## src/rtl/pipeline_ctrl.sv

```systemverilog
// pipeline_ctrl
//   Sequences the 5-stage pipeline latches (IF/ID, ID/EX, EX/MEM, MEM/WB) and
//   the PC. Per-latch enable/flush are decided combinationally from the current
//   state and this cycle's handshakes. They take effect at the next rising edge.
//
// Optional feature: define PIPELINE_PERF_CNT_EN to add the stall_cycles and
//   redirects performance counters and the CNT_W parameter.
//
// Parameters
//   STALL_LIMIT   consecutive DSTALL cycles before stall_timeout asserts (>=1)
//   CNT_W         perf counter width (PIPELINE_PERF_CNT_EN only)
// Ports
//   CLK, RST                       clock (rising edge), async active-high reset
//   ihit, dhit                     I-fetch / data access complete this cycle
//   exmem_dren/dwen/halt           EX/MEM holds load / store / HALT
//   br_taken                       redirect resolved taken in MEM
//   idex_dren, idex_rt             load and its destination in ID/EX
//   ifid_rs, ifid_rt               source registers of the IF/ID instruction
//   pc_en                          PC load enable
//   *_en / *_flush                 per-latch enable / bubble (flush overrides en)
//   halted, stall_timeout          sticky status flags, registered
//   stall_cycles, redirects        perf counters (PIPELINE_PERF_CNT_EN only)
module pipeline_ctrl #(
  parameter int unsigned STALL_LIMIT = 1024
`ifdef PIPELINE_PERF_CNT_EN
  , parameter int unsigned CNT_W     = 32
`endif
) (
  input  logic       CLK,
  input  logic       RST,
  input  logic       ihit,
  input  logic       dhit,
  input  logic       exmem_dren,
  input  logic       exmem_dwen,
  input  logic       exmem_halt,
  input  logic       br_taken,
  input  logic       idex_dren,
  input  logic [4:0] idex_rt,
  input  logic [4:0] ifid_rs,
  input  logic [4:0] ifid_rt,
  output logic       pc_en,
  output logic       ifid_en,
  output logic       idex_en,
  output logic       exmem_en,
  output logic       memwb_en,
  output logic       ifid_flush,
  output logic       idex_flush,
  output logic       exmem_flush,
  output logic       memwb_flush,
  output logic       halted,
  output logic       stall_timeout
`ifdef PIPELINE_PERF_CNT_EN
  ,
  output logic [CNT_W-1:0] stall_cycles,
  output logic [CNT_W-1:0] redirects
`endif
);

  localparam logic [1:0] S_RUN    = 2'd0;
  localparam logic [1:0] S_DSTALL = 2'd1;
  localparam logic [1:0] S_HALT   = 2'd2;

  localparam int unsigned      SC_W  = $clog2(STALL_LIMIT + 1);
  localparam logic [SC_W-1:0]  LIMIT = SC_W'(STALL_LIMIT);

  logic [1:0]      state, state_nxt;
  logic [SC_W-1:0] stall_cnt, stall_cnt_nxt;
  logic            memop, load_use;
  logic            fire_bubble;    // rules 1, 4, 5
  logic            fire_redirect;  // rule 3

  assign memop    = exmem_dren | exmem_dwen;
  assign load_use = idex_dren && (idex_rt != '0) &&
                    ((idex_rt == ifid_rs) || (idex_rt == ifid_rt));

  always_comb begin
    pc_en         = 1'b0;
    ifid_en       = 1'b0;
    idex_en       = 1'b0;
    exmem_en      = 1'b0;
    memwb_en      = 1'b0;
    ifid_flush    = 1'b0;
    idex_flush    = 1'b0;
    exmem_flush   = 1'b0;
    memwb_flush   = 1'b0;
    state_nxt     = state;
    stall_cnt_nxt = '0;
    fire_bubble   = 1'b0;
    fire_redirect = 1'b0;

    if (state == S_HALT) begin
      stall_cnt_nxt = stall_cnt;
    end else if (memop && !dhit) begin
      memwb_flush   = 1'b1;
      state_nxt     = S_DSTALL;
      fire_bubble   = 1'b1;
      stall_cnt_nxt = (stall_cnt == LIMIT) ? stall_cnt : stall_cnt + 1'b1;
    end else if (exmem_halt) begin
      memwb_en  = 1'b1;
      state_nxt = S_HALT;
    end else if (br_taken) begin
      pc_en         = 1'b1;
      ifid_flush    = 1'b1;
      idex_flush    = 1'b1;
      exmem_flush   = 1'b1;
      memwb_en      = 1'b1;
      state_nxt     = S_RUN;
      fire_redirect = 1'b1;
    end else if (load_use) begin
      // ID/EX gets one bubble while IF/ID and PC hold the dependent instruction
      idex_flush  = 1'b1;
      exmem_en    = 1'b1;
      memwb_en    = 1'b1;
      state_nxt   = S_RUN;
      fire_bubble = 1'b1;
    end else if (!ihit) begin
      ifid_flush  = 1'b1;
      idex_en     = 1'b1;
      exmem_en    = 1'b1;
      memwb_en    = 1'b1;
      state_nxt   = S_RUN;
      fire_bubble = 1'b1;
    end else begin
      pc_en     = 1'b1;
      ifid_en   = 1'b1;
      idex_en   = 1'b1;
      exmem_en  = 1'b1;
      memwb_en  = 1'b1;
      state_nxt = S_RUN;
    end

    // Reset forces bubbles everywhere regardless of state
    if (RST) begin
      pc_en       = 1'b0;
      ifid_en     = 1'b0;
      idex_en     = 1'b0;
      exmem_en    = 1'b0;
      memwb_en    = 1'b0;
      ifid_flush  = 1'b1;
      idex_flush  = 1'b1;
      exmem_flush = 1'b1;
      memwb_flush = 1'b1;
    end
  end

  always_ff @(posedge CLK or posedge RST) begin
    if (RST) begin
      state         <= S_RUN;
      stall_cnt     <= '0;
      halted        <= 1'b0;
      stall_timeout <= 1'b0;
    end else begin
      state         <= state_nxt;
      stall_cnt     <= stall_cnt_nxt;
      halted        <= halted | (state_nxt == S_HALT);
      stall_timeout <= stall_timeout | (stall_cnt_nxt == LIMIT);
    end
  end

`ifdef PIPELINE_PERF_CNT_EN
  always_ff @(posedge CLK or posedge RST) begin
    if (RST) begin
      stall_cycles <= '0;
      redirects    <= '0;
    end else begin
      if (fire_bubble)   stall_cycles <= stall_cycles + 1'b1;
      if (fire_redirect) redirects    <= redirects + 1'b1;
    end
  end
`endif

endmodule

```

## config.mk

```make
export PLATFORM = sky130hd
export DESIGN_NAME = pipeline_ctrl
export DESIGN_NICKNAME = d
export VERILOG_FILES = /design/src/rtl/pipeline_ctrl.sv
export SDC_FILE = /design/constraint.sdc
export NUM_CORES = 1
export LEC_CHECK = 0
export CAP_MARGIN = 20
export CORE_AREA = 2 2 51 53
export DETAILED_ROUTE_END_ITERATION = 6
export DIE_AREA = 0 0 53 55
export HOLD_SLACK_MARGIN = 0.12
export PLACE_DENSITY = 0.81
export SLEW_MARGIN = 25
export SYNTH_ARGS = -nofsm -noshare
export SYNTH_HDL_FRONTEND = slang
export SYNTH_SLANG_ARGS = --single-unit
```

## constraint.sdc

```tcl
create_clock -name CLK -period 4.2 [get_ports CLK]
set_clock_uncertainty 0.2 [all_clocks]
set_input_delay 0.84 -clock CLK [delete_from_list [all_inputs] [get_ports CLK]]
set_output_delay 0.84 -clock CLK [all_outputs]
set_load 0.005 [all_outputs]
```

Word-level counts from Yosys, hierarchy flattened
Index checks and enable logic that the tools add are counted.
{ "classes": {"n_eq_ne": 6, "add_sub_neg": 1, "n_mux": 53, "n_reduce_logical": 6, "bitwise": 3} }
{ "op_table": {"columns": ["op", "count"], "rows": [
  ["$mux W1", 47],
  ["$mux W11", 3],
  ["$eq A11 B11 Y1 const B", 2],
  ["$add A11 B1 Y11 const B", 1],
  ["$eq A5 B5 Y1", 2],
  ["$mux W2", 3],
  ["$reduce_bool A5 Y1", 1],
  ["$eq A2 B2 Y1 const B", 2],
  ["$logic_and A1 B1 Y1", 3],
  ["$or A1 B1 Y1", 3],
  ["$logic_not A1 Y1", 1],
  ["$logic_or A1 B1 Y1", 1]
]} }
{ "totals": {"output_inout_bits": 11, "in_bits": 24, "word_cells": 73, "register_bits": 15} }

Longest topological paths before layout
Gate-level depths: netlist (run 1).
{ "logic_depth": {"depth_word": 9, "ltp_mapped": 8} }

Worst setup path before layout (run 1)
OpenSTA, ideal clock, no wires.
{ "synth_path": {"path_kind": "input-to-output", "startpoint": "in exmem_dwen", "endpoint": "out ifid_en", "slack_ns": 1.190, "stages": 6, "required_time_ns": 3.160, "arrival_time_ns": 1.970, "cell_sequence": "o21bai_1 buf_2 nand2_2 or2_1 nor3_1 and3_1"} }
{ "synth_via": {"elab_chain_cells": 5} }
{ "synth_lines": {"columns": ["element", "line", "source"], "rows": [
  ["start, declared", "34", "input logic exmem_dwen,"],
  ["$or A1 B1 Y1", "72", "assign memop = exmem_dren | exmem_dwen;"],
  ["$logic_and A1 B1 Y1", "93", "end else if (memop && !dhit) begin"],
  ["$mux W1", "93", null],
  ["$mux W1", "91", "if (state == S_HALT) begin"],
  ["$mux W1", "133", "if (RST) begin"],
  ["end, declared", "42", "output logic ifid_en,"]
]} }
Every way passes these cells.

Worst setup path after layout (run 1)
{ "layout_path": {"startpoint": "in idex_rt[1]", "endpoint": "out idex_en"} }
{ "layout_via": {"elab_chain_cells": 9, "elab_cells_between_ends": 12, "classes_between": "2 x eq/ne; 6 x mux; 4 x reduce/logical"} }
{ "layout_lines": {"columns": ["element", "line", "source"], "rows": [
  ["start, declared", "38", "input logic [4:0] idex_rt,"],
  ["$eq A5 B5 Y1 or $reduce_bool A5 Y1 (tied branches)", "74, 73", null],
  ["$logic_or A1 B1 Y1 or $logic_and A1 B1 Y1 (tied branches)", "74, 73", null],
  ["$logic_and A1 B1 Y1 *", "73", "assign load_use = idex_dren && (idex_rt != '0) &&"],
  ["$mux W1 *", "109", "end else if (load_use) begin"],
  ["$mux W1 *", "101", "end else if (br_taken) begin"],
  ["$mux W1 *", "98", "end else if (exmem_halt) begin"],
  ["$mux W1 *", "93", null],
  ["$mux W1 *", "91", null],
  ["$mux W1 *", "133", null],
  ["end, declared", "43", "output logic idex_en,"]
]} }
Every way passes the cells marked *; elsewhere a longest branch is shown, timed or not.

==> results of run 1 <==
==> critical path: stages <==
cell             delay [ns]
clkdlybuf4s50_1        0.46
or4_1                  0.56
o221ai_2               0.24
nand2b_1               0.11
nor3_1                 0.15
clkdlybuf4s50_1        0.53
==> through the flow <==
stage | instance area [um2] | instances | utilization | power, mW | setup WS, ns
global placement | 1480 | 192 | 0.624 | 0.200 | 0.248
global route | 1510 | 196 | 0.638 | 0.298 | 0.0940
finish | 1510 | 196 | 0.638 | 0.287 | 0.265
CTS | 1500 | 196 | 0.635 | 0.286 | 0.194
floorplan | 1110 | 130 | - | 0.167 | 1.19
detailed placement | 1480 | 192 | 0.624 | 0.202 | 0.192
==> sequential cells by signal (all words and copies together) (netlist names) <==
register,cells
halted,1
stall_cnt,11
stall_timeout,1
state,2
==> logic make-up (layout without fill, tap and decap cells) <==
logic type	after synthesis	in the layout	synth area share
AO/OA/AOI/OAI	32	32	0.199
XOR/XNOR	10	10	0.0791
adder cells (fa/ha/maj)	2	2	0.0226
buffers and inverters	9	45	0.0395
flip-flops	15	15	0.339
multiplexers	1	1	0.00904
AND/OR/NAND/NOR	61	61	0.312
==> power by group through the flow <==
| stage | clock, mW | combinational (mW) | sequential, mW |
|---|---|---|---|
| 3_3_place_gp | 0 | 0.0528 | 0.147 |
| 6_report | 0.0875 | 0.0548 | 0.144 |
| 4_1_cts | 0.0868 | 0.0546 | 0.144 |
| 5_1_grt | 0.0935 | 0.0599 | 0.144 |
| 3_5_place_dp | 0 | 0.0544 | 0.147 |
| 2_1_floorplan | 0 | 0.0196 | 0.147 |
==> routing by layer <==
metal  up-vias  wire (um)
li1        542          -
met1       513       1210
met2        55       1380
met3         6        286
met4         0         51
met5         -          0
==> cells in the mapped netlist <==
library cell	count
nand4_1	1
nor2_2	1
a21o_1	2
buf_4	2
nor4b_2	2
a31oi_1	1
o21ai_1	5
nor3_1	5
and4_1	1
nor4_2	1
inv_1	5
xor2_1	4
o21bai_1	1
o211ai_1	1
o21ai_0	9
o221ai_1	2
a41o_1	1
a32o_2	1
xnor2_1	6
nand3_1	11
mux2i_1	1
dfrtp_1	15
nor2_1	7
nand2_4	1
and3_4	1
or2_4	1
and3_1	2
or4_1	1
nand3b_1	1
o311ai_4	1
or2_2	1
ha_1	2
o31ai_1	2
nor2b_1	2
o2111ai_1	1
nand2b_1	4
nand2_1	16
nand2_2	1
buf_2	2
or2_1	1
a21oi_1	5
==> worst max path at each step <==
stage                     startpoint       to  cells after the start
after floorplan           exmem_dwen  ifid_en                      6
after global placement    idex_rt[1]    pc_en                      6
after detailed placement  idex_rt[1]  idex_en                      6
after CTS                 idex_rt[1]  idex_en                      6
after global routing      idex_rt[1]  idex_en                      6
final                     idex_rt[1]  idex_en                      6
==> area by class of cell <==
class | count | share of cell area
Multi-Input combinational cell | 106 | 0.460
Clock buffer | 3 | 0.0149
Tap cell | 30 | 0.0249
Timing Repair Buffer | 36 | 0.235
Inverter | 5 | 0.0124
Clock inverter | 1 | 0.00332
Sequential cell | 15 | 0.249
==> what timing repair did <==
action	in CTS	in global routing
setup endpoints to repair	0	1
resized for setup	0	1
endpoints found under the hold margin	0	0
==> impl_metrics.ini, run 1 <==
[synth]
ys_types = 41
syn_nets = 156
synth_top_area_frac = 0.339
avgSynthCellArea_um2 = 8.52
yosys_warnings = 0
syn_area_mm2 = 0.00111
ys_ff_latch = 15
yosys-top-cells-area = dfrtp_1 34%, nand2_1 5.4%, nand3_1 5.0%, xnor2_1 4.7%, o21ai_0 4.1%
ys_seq_area_frac = 0.339
yosys.area.top_type = dfrtp_1
postSynthCellCount = 130

[detailed_routing]
initialDrtViolationCount = 45
firstDrtPassIters = 4
viasPerCell = 5.69
avgRoutedWirePerCell_um = 14.9
dr_total_vias = 1116
drc = 0
antenna_left = 0
routed_wirelength_mm = 2.93

[cts]
cts_buffers = 3
cts.sinks = 15
clk_pin_slew_ns = 0.09
cts_max_level = 1
cts_tree = built
clock_latency_ns = 0.30
postCtsSetupBuffers = 0
clock_path_buffers = 2
root_buffer = clkbuf_4
postCtsHoldBufs = 0

[worst_setup_path]
required_ns = 3.16
start_kind = primary input
r2r-start = stall_cnt[0]
arrival_ns = 2.89
crit_type = in2out
worstReg2RegEnd = stall_timeout
r2r_setup_slack_ns = 1.98
endpoint_kind = output pin
rr_worst_depth = 8
crit_fanout = 4

[power]
vdd_ir_drop_max_uv = 186
switching_share = 0.258
netSwitchingPower_mw = 0.0740
p_int_mw = 0.213
p_leak_nw = 0.620
power_frac_comb = 0.191
seqPwrFrac = 0.503
clkPwrFrac = 0.305
p_per_area_mw_per_mm2 = 190

[sta]
hold_viol = 0
finalCritPeriodShare = 0.937
relSlewSlack = 0.672
maxSlewViolCount = 0
setup_tns_ns = 0
rsz0062_at_grt = false
period_needed_ns = 3.93
setup_viol = 0
worstMarginPinSlew_ns = 0.490
hold_ws_ns = 0.273
clock.fmax_mhz = 254

[finish]
layout_common_cells = 34 x clkdlybuf4s50_1, 16 x nand2_1, 15 x dfrtp_1
final_common_cell = clkdlybuf4s50_1
final_nets = 193
areaGrowthSynthToFinish_pct = 36.3
multiInputGateArea_um2 = 694
fillCellCount = 203
layout-drive-gt1-share = 0.108
num_antenna_cells = 0
register_area_um2 = 375

[outcome]
run_status = finished, final reports clean

[grt]
antenna_found_initial = 0
grtUsageMet3 = 0.0296
grtUsageTotal = 0.218
grt_overflow = 0
use_met1 = 0.247
gr-usage-met2 = 0.404
grt_pass1_wl_mm = 4.55
grt_start_max_net_pins = 16
grt_pass1_vias = 1046
grt.busiest_layer = met2

[run]
max-cap-violations = 0

[hold_path]
hp-class = reg2reg
min_delay_path_depth = 1
min-delay-start = halted
hold-path-endpoint = halted

[floorplanning]
initial_core_util = 0.468
die_y_um = 55
die_area_mm2 = 0.00292
die_x_um = 53
io_pins = 35
rows = 18
core_region_area_mm2 = 0.00236

[place]
port_buffers = 34
dp_hpwl_mm = 2.34
routabilityCongestion = 0.899
Note: power is estimated with default switching activity, not from simulation.
==> inputs of run 2 (changes only) <==
--- a/config.mk
+++ b/config.mk
@@ -6,11 +6,14 @@
 export NUM_CORES = 1
 export LEC_CHECK = 0
 export CAP_MARGIN = 20
-export CORE_AREA = 2 2 51 53
+export CELL_PAD_IN_SITES_DETAIL_PLACEMENT = 1
+export CELL_PAD_IN_SITES_GLOBAL_PLACEMENT = 2
+export CORE_AREA = 2 2 69 71
 export DETAILED_ROUTE_END_ITERATION = 6
-export DIE_AREA = 0 0 53 55
+export DIE_AREA = 0 0 71 73
 export HOLD_SLACK_MARGIN = 0.12
-export PLACE_DENSITY = 0.81
+export PLACE_DENSITY_LB_ADDON = 0.1
+export SKIP_LAST_GASP = 1
 export SLEW_MARGIN = 25
 export SYNTH_ARGS = -nofsm -noshare
 export SYNTH_HDL_FRONTEND = slang
==> constraint.sdc (replaced) <==
create_clock -name CLK -period 4 [get_ports CLK]
set_clock_uncertainty 0.2 [all_clocks]
set_input_delay 0.8 -clock CLK [delete_from_list [all_inputs] [get_ports CLK]]
set_output_delay 0.8 -clock CLK [all_outputs]
set_load 0.005 [all_outputs]
==> impl_metrics.ini, run 2 (same netlist as run 1, synthesis figures left out) <==
[finish]
layout-drive-gt1-share = 0.129
areaGrowthSynthToFinish_pct = 43.4
reg_top3 = stall_cnt: 11 flops, state: 2 flops
register_area_um2 = 375
postLayoutCoreUtil = 0.350
final_nets = 197
fillCellCount = 542
final_common_cell = clkdlybuf4s50_1
multiInputGateArea_um2 = 694
layout_common_cells = 34 x clkdlybuf4s50_1, 16 x nand2_1, 15 x dfrtp_1
largest_register = stall_cnt
largest_reg_flops = 11
num_antenna_cells = 0

[cts]
cts_buffers = 3
clk_pin_slew_ns = 0.07
postCtsSetupBuffers = 0
clock_latency_ns = 0.25
cts.sinks = 15
cts_tree = built
clock_path_buffers = 2
cts_max_level = 1
root_buffer = clkbuf_8

[floorplanning]
die_x_um = 71
rows = 25
die_y_um = 73
die_area_mm2 = 0.00518
core_region_area_mm2 = 0.00454
initial_core_util = 0.244
io_pins = 35

[detailed_routing]
initialDrtViolationCount = 15
firstDrtPassIters = 4
avgRoutedWirePerCell_um = 16.0
routed_wirelength_mm = 3.59
antenna_left = 0
dr_total_vias = 1135
drc = 0
viasPerCell = 5.07

[sta]
hold_ws_ns = 0.272
setup_viol = 0
finalCritPeriodShare = 0.952
hold_viol = 0
maxSlewViolCount = 0
setup_tns_ns = 0
worstMarginPinSlew_ns = 0.549
relSlewSlack = 0.634
period_needed_ns = 3.81
rsz0062_at_grt = false
clock.fmax_mhz = 262

[worst_setup_path]
rr_worst_depth = 8
path_cells = clkdlybuf4s50_1 > or4_1 > o221ai_2 > nand2b_1 > nor3_1 > clkdlybuf4s50_1
worstReg2RegEnd = stall_timeout
endpoint_kind = output pin
required_ns = 3.00
r2r-start = stall_cnt[0]
critPathMaxStageDelay_ns = 0.53
crit_top_cell = clkdlybuf4s50_1
start_kind = primary input
crit_fanout = 4
r2r_setup_slack_ns = 1.76
crit_type = in2out
arrival_ns = 2.81
slowest_stage = clkdlybuf4s50_1

[grt]
antenna_found_initial = 0
grt_overflow = 0
grtUsageTotal = 0.146
grt_start_max_net_pins = 12
grt_pass1_vias = 1149
grt_pass1_wl_mm = 5.92

[power]
vdd_ir_drop_max_uv = 70.1
p_leak_nw = 0.646
p_per_area_mw_per_mm2 = 214

[hold_path]
hp-class = reg2reg
min_delay_path_depth = 1
hold-path-endpoint = halted
min-delay-start = halted

[run]
max-cap-violations = 0

[place]
routabilityCongestion = 0.813
dp_hpwl_mm = 2.86
port_buffers = 34

[outcome]
run_status = finished, final reports clean
run 2: layout make-up:
cell class	instances	share of cell area
Clock inverter	1	0.00315
Inverter	5	0.0118
Clock buffer	3	0.0260
Timing Repair Buffer	40	0.243
Multi-Input combinational cell	106	0.437
Sequential cell	15	0.236
Tap cell	54	0.0426
run 2: timing repair:
action | 4_1_cts | 5_1_grt
hold buffers | 0 | 0
setup endpoints to repair | 0 | 1
resized for setup | 0 | 1
run 2: per-layer routing:
metal	vias to the layer above	part of all wire	wire length (um)	track usage
li1	550	-	-	-
met3	4	0.032	115	0.0180
met4	0	0.010	36	0.0440
met2	28	0.47	1700	0.244
met5	-	0	0	0
met1	553	0.49	1740	0.198
run 2: critical path, delay by kind of cell:
kind                   cells  cell delay (ns)
buffers and inverters      2             1.00
AND/OR/NAND/NOR            3             0.77
AO/OA/AOI/OAI              1             0.24
run 2: metrics by stage:
step                total power, mW  setup slack, ns  instance area, um2  instances
CTS                           0.346            0.101                1580        224
global placement              0.215            0.166                1540        220
floorplan                     0.175             1.07                1110        130
global route                  0.356           0.0703                1590        224
finish                        0.340            0.190                1590        224
detailed placement            0.216            0.102                1540        220
run 2: worst max path at each step:
stage | cells after the start | end | start
floorplan | 6 | ifid_en | exmem_dwen
global placement | 6 | idex_en | idex_rt[3]
detailed placement | 6 | idex_en | idex_rt[3]
CTS | 6 | idex_en | idex_rt[3]
global route | 6 | idex_en | idex_rt[3]
finish | 6 | idex_en | idex_rt[3]
run 2: report_power, final:
part           leakage, nW  internal [mW]  switching (mW)
Clock               0.0255         0.0691          0.0575
Sequential           0.189          0.152               0
Combinational        0.432         0.0362          0.0250
Total                0.646          0.257          0.0825
==> inputs of run 3 (changes only) <==
--- a/config.mk
+++ b/config.mk
@@ -13,6 +13,7 @@
 export DIE_AREA = 0 0 71 73
 export HOLD_SLACK_MARGIN = 0.12
 export PLACE_DENSITY_LB_ADDON = 0.1
+export SETUP_SLACK_MARGIN = 0.1
 export SKIP_LAST_GASP = 1
 export SLEW_MARGIN = 25
 export SYNTH_ARGS = -nofsm -noshare
==> impl_metrics.ini, run 3 (same netlist as run 1, synthesis figures left out) <==
[outcome]
run_status = finished, final reports clean

[place]
dp_hpwl_mm = 2.86
dp_slack_ns = 0.102
port_buffers = 34
routabilityCongestion = 0.813
place_area_mm2 = 0.00154
dp_cells = 220

[grt]
use_met1 = 0.198
antenna_found_initial = 0
grtUsageMet3 = 0.0180
grtUsageTotal = 0.146
grt_start_max_net_pins = 12
grt_pass1_vias = 1149
gr-usage-met2 = 0.244
grt_overflow = 0
grt_pass1_wl_mm = 5.92
grt.busiest_layer = met2

[finish]
multiInputGateArea_um2 = 708
register_area_um2 = 375
fillCellCount = 540
layout_common_cells = 34 x clkdlybuf4s50_1, 16 x nand2_1, 15 x dfrtp_1
reg_top3 = stall_cnt: 11 flops, state: 2 flops
final_nets = 197
layout-drive-gt1-share = 0.147
postLayoutCoreUtil = 0.353
final_common_cell = clkdlybuf4s50_1
largest_register = stall_cnt
largest_reg_flops = 11
areaGrowthSynthToFinish_pct = 44.6
final_cells = 224
fin_area_mm2 = 0.00160
num_antenna_cells = 0

[worst_setup_path]
endpoint_kind = output pin
rr_worst_depth = 8
critPathMaxStageDelay_ns = 0.49
crit_top_cell = clkdlybuf4s50_1
crit_type = in2out
crit_fanout = 4
r2r_setup_slack_ns = 1.77
arrival_ns = 2.80
start_kind = primary input
path_cells = clkdlybuf4s50_1 > o21bai_1 > nand2_2 > or2_1 > nor3_1 > and3_1 > clkdlybuf4s50_1
worstReg2RegEnd = stall_timeout
required_ns = 3.00
slowest_stage = clkdlybuf4s50_1
r2r-start = stall_cnt[0]

[power]
vdd_ir_drop_max_uv = 70.3
p_per_area_mw_per_mm2 = 213
p_leak_nw = 0.648

[floorplanning]
initial_core_util = 0.244
core_region_area_mm2 = 0.00454
die_area_mm2 = 0.00518
die_y_um = 73
die_x_um = 71
io_pins = 35
rows = 25

[sta]
period_needed_ns = 3.80
clock.fmax_mhz = 263
rsz0062_at_grt = false
worstMarginPinSlew_ns = 0.548
hold_viol = 0
finalCritPeriodShare = 0.950
relSlewSlack = 0.634
fin_ws_ns = 0.201
setup_tns_ns = 0
maxSlewViolCount = 0
setup_viol = 0

[detailed_routing]
initialDrtViolationCount = 15
antenna_left = 0
routed_wirelength_mm = 3.59
firstDrtPassIters = 4
avgRoutedWirePerCell_um = 16.0
dr_total_vias = 1131
viasPerCell = 5.05
drc = 0

[cts]
cts_buffers = 3
postCtsSetupBuffers = 0
clk_pin_slew_ns = 0.07
cts_max_level = 1
root_buffer = clkbuf_8
cts.sinks = 15
cts.repair.resized = 0
clock_latency_ns = 0.25
clock_path_buffers = 2
cts_tree = built
postCtsHoldBufs = 0

[run]
max-cap-violations = 0

[hold_path]
hp-class = reg2reg
min_delay_path_depth = 1
min-delay-start = halted
hold-path-endpoint = halted
## run 3: cell counts in the layout (fill, tap and decap cells not counted)
No cell type changed its count.
## run 3: area by class of cell
class | count | share of cell area
tap | 54 | 0.0422
clock inverter | 1 | 0.00312
clock buffer | 3 | 0.0258
timing repair buffer | 40 | 0.241
inverter | 5 | 0.0117
multi-input combinational | 106 | 0.442
sequential | 15 | 0.234
## run 3: per-stage QoR
stage / hold WS [ns] / power (mW)
final: 0.272 / 0.341
after floorplan: 0.260 / 0.175
after CTS: 0.282 / 0.346
after detailed placement: 0.265 / 0.216
after global routing: 0.318 / 0.358
after global placement: 0.252 / 0.215
## run 3: routing by layer
| metal | share of wire | routed length, um |
|---|---|---|
| met5 | 0 | 0 |
| met3 | 0.030 | 109 |
| met1 | 0.49 | 1750 |
| met4 | 0.010 | 36 |
| met2 | 0.47 | 1700 |
## run 3: critical path, delay by kind of cell
kind | cells | cell delay, ns
buf+inv | 2 | 0.91
compound gates | 1 | 0.30
simple gates | 4 | 0.78
## run 3: where the power goes
group	internal [mW]	total, mW	switching [mW]
logic	0.0367	0.0628	0.0261
registers	0.152	0.152	0
clock network	0.0691	0.127	0.0579
## run 3: how the worst max path moves through the flow
stage,startpoint,endpoint,slack (ns)
final,exmem_dwen,ifid_en,0.20
after global routing,exmem_dwen,ifid_en,0.10
after CTS,idex_rt[3],idex_en,0.10
after detailed placement,idex_rt[3],idex_en,0.10
after global placement,idex_rt[3],idex_en,0.17
after floorplan,exmem_dwen,ifid_en,1.07
